===== src/rtl/risc_pkg.sv =====
// Shared RISC core definitions: widths, the NOP encoding, opcode field bounds
// and the fetch-stage state encoding.
package risc_pkg;

    localparam int PC_W    = 5;
    localparam int INSTR_W = 32;

    localparam logic [31:0] NOP = 32'h0000_0000;

    localparam int          OPC_HI = 31;
    localparam int          OPC_LO = 26;
    localparam logic [5:0]  OPC_J  = 6'b000010;

    typedef enum logic {
        RESET_HOLD = 1'b0,
        RUN        = 1'b1
    } fetch_state_e;

endpackage


===== src/rtl/fetch_next_pc.sv =====
// Combinational next-PC select for the fetch stage.
// Optional J predecode is enabled by defining FETCH_JUMP_PREDECODE_EN.
module fetch_next_pc #(
    parameter int              PC_W     = 5,
    parameter int              INSTR_W  = 32,
    parameter logic [PC_W-1:0] RESET_PC = '0
) (
    input  logic               reset,
    input  logic               redirect_valid,
    input  logic [PC_W-1:0]    redirect_pc,
    input  logic               stall,
    input  logic               in_run,
    input  logic [INSTR_W-1:0] instr,
    input  logic [PC_W-1:0]    pc,
    input  logic [PC_W-1:0]    pc_plus1,
    output logic [PC_W-1:0]    next_pc,
    output logic               take_jump
);
    import risc_pkg::*;

    // Only the opcode and low target bits matter; the rest of the word is
    // deliberately ignored here.
    logic unused_instr_bits;
    assign unused_instr_bits = ^{in_run, instr};

    always_comb begin
        take_jump = 1'b0;
`ifdef FETCH_JUMP_PREDECODE_EN
        take_jump = in_run && !stall && !redirect_valid &&
                    (instr[OPC_HI:OPC_LO] == OPC_J);
`endif
        if (reset) begin
            next_pc = RESET_PC;
        end else if (redirect_valid) begin
            next_pc = redirect_pc;
        end else if (stall) begin
            next_pc = pc;
        end else if (take_jump) begin
            next_pc = instr[PC_W-1:0];
        end else begin
            next_pc = pc_plus1;
        end
    end

endmodule


===== src/rtl/fetch_stage.sv =====
// Instruction-fetch stage: owns the PC, addresses instruction memory and fills IF/ID.
// Define FETCH_JUMP_PREDECODE_EN to let fetch follow J instructions itself.
module fetch_stage #(
    parameter int              PC_W     = risc_pkg::PC_W,
    parameter int              INSTR_W  = risc_pkg::INSTR_W,
    parameter logic [PC_W-1:0] RESET_PC = '0
) (
    input  logic               clk,
    input  logic               reset,
    input  logic               stall,
    input  logic               redirect_valid,
    input  logic [PC_W-1:0]    redirect_pc,
    output logic [PC_W-1:0]    imem_addr,
    input  logic [INSTR_W-1:0] imem_rdata,
    output logic [INSTR_W-1:0] ifid_instr,
    output logic [PC_W-1:0]    ifid_pc_plus1,
    output logic               ifid_valid,
    output logic               ifid_pred
);
    import risc_pkg::*;

    fetch_state_e    state;
    logic [PC_W-1:0] pc;
    logic [PC_W-1:0] pc_plus1;
    logic [PC_W-1:0] next_pc;
    logic            take_jump;
    logic            in_run;

    assign pc_plus1  = pc + PC_W'(1);
    assign imem_addr = pc;
    assign in_run    = (state == RUN);

    fetch_next_pc #(
        .PC_W     (PC_W),
        .INSTR_W  (INSTR_W),
        .RESET_PC (RESET_PC)
    ) u_next_pc (
        .reset          (reset),
        .redirect_valid (redirect_valid),
        .redirect_pc    (redirect_pc),
        .stall          (stall),
        .in_run         (in_run),
        .instr          (imem_rdata),
        .pc             (pc),
        .pc_plus1       (pc_plus1),
        .next_pc        (next_pc),
        .take_jump      (take_jump)
    );

    // The PC follows the next-PC select in every case; IF/ID is flushed on
    // redirect, frozen on stall, and otherwise captures the current fetch.
    always_ff @(posedge clk) begin
        pc <= next_pc;
        if (reset) begin
            state         <= RESET_HOLD;
            ifid_instr    <= INSTR_W'(NOP);
            ifid_pc_plus1 <= '0;
            ifid_valid    <= 1'b0;
            ifid_pred     <= 1'b0;
        end else begin
            state <= RUN;
            if (redirect_valid) begin
                ifid_instr <= INSTR_W'(NOP);
                ifid_valid <= 1'b0;
                ifid_pred  <= 1'b0;
            end else if (!stall) begin
                ifid_instr    <= imem_rdata;
                ifid_pc_plus1 <= pc_plus1;
                ifid_valid    <= 1'b1;
                ifid_pred     <= take_jump;
            end
        end
    end

endmodule


===== config.mk =====
export PLATFORM = sky130hd
export DESIGN_NAME = fetch_stage
export DESIGN_NICKNAME = d
export VERILOG_FILES = /design/src/rtl/risc_pkg.sv /design/src/rtl/fetch_next_pc.sv /design/src/rtl/fetch_stage.sv
export SDC_FILE = /design/constraint.sdc
export NUM_CORES = 1
export LEC_CHECK = 0
export CAP_MARGIN = 40
export CORE_ASPECT_RATIO = 0.9
export CORE_MARGIN = 5
export CORE_UTILIZATION = 45
export CTS_CLUSTER_SIZE = 30
export DETAILED_ROUTE_END_ITERATION = 6
export DONT_BUFFER_PORTS = 1
export GPL_TIMING_DRIVEN = 0
export PLACE_DENSITY = 0.67
export SYNTH_ARGS = -nofsm -noshare
export SYNTH_HDL_FRONTEND = slang
export SYNTH_SLANG_ARGS = --single-unit

===== constraint.sdc =====
create_clock -name clk -period 2.6 [get_ports clk]
set_input_delay 0.52 -clock clk [delete_from_list [all_inputs] [get_ports clk]]
set_output_delay 0.52 -clock clk [all_outputs]
set_load 0.02 [all_outputs]

==> key figures <==
Outcome
  – Outcome: finished clean

Synthesis
  – Synth warn: 0
  – Synth Flop Type: dfxtp_1
  – Cells after Synth: 163
  – Async set or reset register ratio after synthesis: 0
  – Number of synthesized flops with an enable pin: 0
  – Post-Syn Nets: 205
  – #FFs+latches synth: 43
  – Syn_area_per_cell: 10.4 µm²
  – Synthesized area: 1690 µm²
  – Count of cell types in the netlist: 24
  – Sequential share of the synthesized area: 0.510

Timing
  – # setup viols final: 0
  – Period utilization: 0.549
  – Final Hold Viols: 0
  – F_max: 701 MHz
  – Final worst setup slack: 1.17 ns
  – Worst hold margin: 0.378 ns
  – RSZ-0062 raised after global routing: no
  – Slew Viols, Final: 0
  – Clock Skew: 0.00686 ns
  – Tmin final: 1.43 ns
  – Fin Setup TNS: 0 ns

Drt
  – Pre-antenna DRT Iters: 4
  – DR WL/cell: 15.8 µm
  – DRC: 0
  – DRT Wirelength: 3430 µm
  – Via density: 5.09
  – Vias after detailed routing: 1104
  – Iter 0 DRT Violations: 18
  – Post-route ant nets: 0

Final layout
  – Most frequent cells in the layout: 43 x dfxtp_1, 38 x nor2_1, 34 x mux2i_1, 7 x buf_6, 7 x clkbuf_8
  – Commonest non-fill, non-tap cell in the layout: dfxtp_1
  – Final Non-Filler Cells: 217
  – ANT cells: 0
  – Final Net Count: 212
  – Share of cells above drive strength 1: 0.117
  – Layout Area Growth over Synthesis: 9.34%
  – Post-layout util: 0.502
  – Filler cells: 339
  – Final Cell Area: 1850 µm²

Floorplanning
  – Placeable core area: 3680 µm²
  – Die footprint: 5080 µm²
  – Initial core utilization: 0.459
  – Chip height: 68.1 µm
  – I/O Pins: 85
  – Die outline width: 74.6 µm
  – Core Rows: 21

Clocking
  – CTS HTree Levels: 2
  – Clock-pin slew on the worst setup and hold paths: 0.08 ns
  – CTS tree: built
  – Clock sinks: 43
  – CTS max path bufs: 2
  – Hold buffers post-CTS: 0
  – Setup Buffers After CTS: 0
  – Clock latency at the later pin of the worst-skew pair: 0.29 ns
  – Root Buffer: clkbuf_8
  – Cts repair resizes: 0
  – Number of CTS-inserted buffers: 5

Worst setup path
  – Crit path arrival time: 1.60 ns
  – CP Capture Type: flop
  – Buf+Inv Stages, Crit Path: 0
  – Cell-by-cell trace of the critical path: ha_1, mux2_2, mux2i_1, nor2_1
  – WP data required: 2.77 ns
  – Family with the most delay on the worst path: flip-flops
  – CP startpoint kind: flop
  – CP max stage cell: dfxtp_1
  – Worst path max stage delay: 0.55 ns
  – CP Max Fanout: 6
  – Worst Setup Path Type: reg -> reg

Global routing
  – Busiest grt layer: met2
  – GRT Residual Overflow: 0
  – Antenna violations before repair: 0
  – Global-route wire length before repair: 4990 µm
  – Met1 GRT Util: 0.133
  – M2 GR Usage: 0.232
  – Met3 Usage GRT: 0.0631
  – Pin count of the biggest net entering global routing: 13
  – Vias in the first global route: 1126
  – GRT Total Usage: 0.133

Pwr
  – Pwr Total: 1.31 mW
  – Maximum vdd drop: 0.000344 V
  – Pleak: 0.796 nW
  – Clock power share: 0.344
  – Comb pwr share: 0.087
  – Int Power: 0.987 mW
  – Sequential power share: 0.569
  – Pwr/cell area: 709 nW/µm²
  – Net Sw Frac: 0.246
  – NetSw: 0.321 mW

Place
  – Placed Cells: 209
  – GP Congestion: 0.713
  – Placed cell areas: 1750 µm²
  – IO buf count: 0
  – Dpl ws: 1.17 ns
  – Detailed placement HPWL: 2730 µm

Hold path
  – HP Class: in -> reg

Job
  – MaxCap Viol Count: 0
-- final timing paths --
kind	cells past startpoint	from	slack (ns)	endpoint
max	4	imem_addr[0]	1.17	imem_addr[1]
min	2	imem_rdata[10]	0.38	ifid_instr[10]
max reg2reg	4	imem_addr[0]	1.17	imem_addr[1]
min reg2reg	2	ifid_valid	0.56	ifid_valid
-- layer usage --
metal,vias up,part of all wire
met3,5,0.11
met5,-,0
met4,0,0.015
li1,548,-
met1,501,0.36
met2,50,0.51
-- final cells by class --
class                      instances  area [µm²]  area share
inverter                           4        15.0     0.00814
multi-input combinational        104         707       0.383
sequential                        43         861       0.466
tap                               46        57.6      0.0312
clock buffer                       8         100      0.0542
buffer                            12         105      0.0569
-- Yosys cell counts (2+ instances only) --
library cell	count	area [µm²]
nand3_1	2	10.0
nor2_1	38	143
mux2i_1	34	340
nand4b_1	2	17.5
xnor2_1	5	43.8
o21ai_0	2	10.0
a21oi_1	6	30.0
o21a_1	3	22.5
inv_1	4	15.0
buf_2	2	10.0
dfxtp_1	43	861
buf_6	7	78.8
a211oi_1	3	22.5
xor2_1	2	17.5
-- kinds of logic (layout without fill, tap and decap cells) --
family | count (synthesis) | in the layout | synth area share
XOR/XNOR | 7 | 7 | 0.0363
multiplexers | 35 | 35 | 0.208
AO/OA/AOI/OAI | 14 | 14 | 0.0504
buffers and inverters | 16 | 24 | 0.0712
flip-flops | 43 | 43 | 0.510
AND/OR/NAND/NOR | 46 | 46 | 0.114
other | 1 | 1 | 0.00222
adder cells (fa/ha/maj) | 1 | 1 | 0.00741
-- registers in the layout, summed over array words and instances (netlist names) --
name	cells
ifid_valid	1
ifid_pc_plus1	5
imem_addr	5
ifid_instr	32
-- power by group through the flow --
stage / clock, mW / combinational [mW] / sequential (mW)
after floorplan: 0 / 0.0997 / 0.752
after global placement: 0 / 0.110 / 0.759
after detailed placement: 0 / 0.115 / 0.760
after CTS: 0.465 / 0.116 / 0.745
after global routing: 0.486 / 0.127 / 0.747
final: 0.450 / 0.114 / 0.744
(Power assumes the default switching activity.)
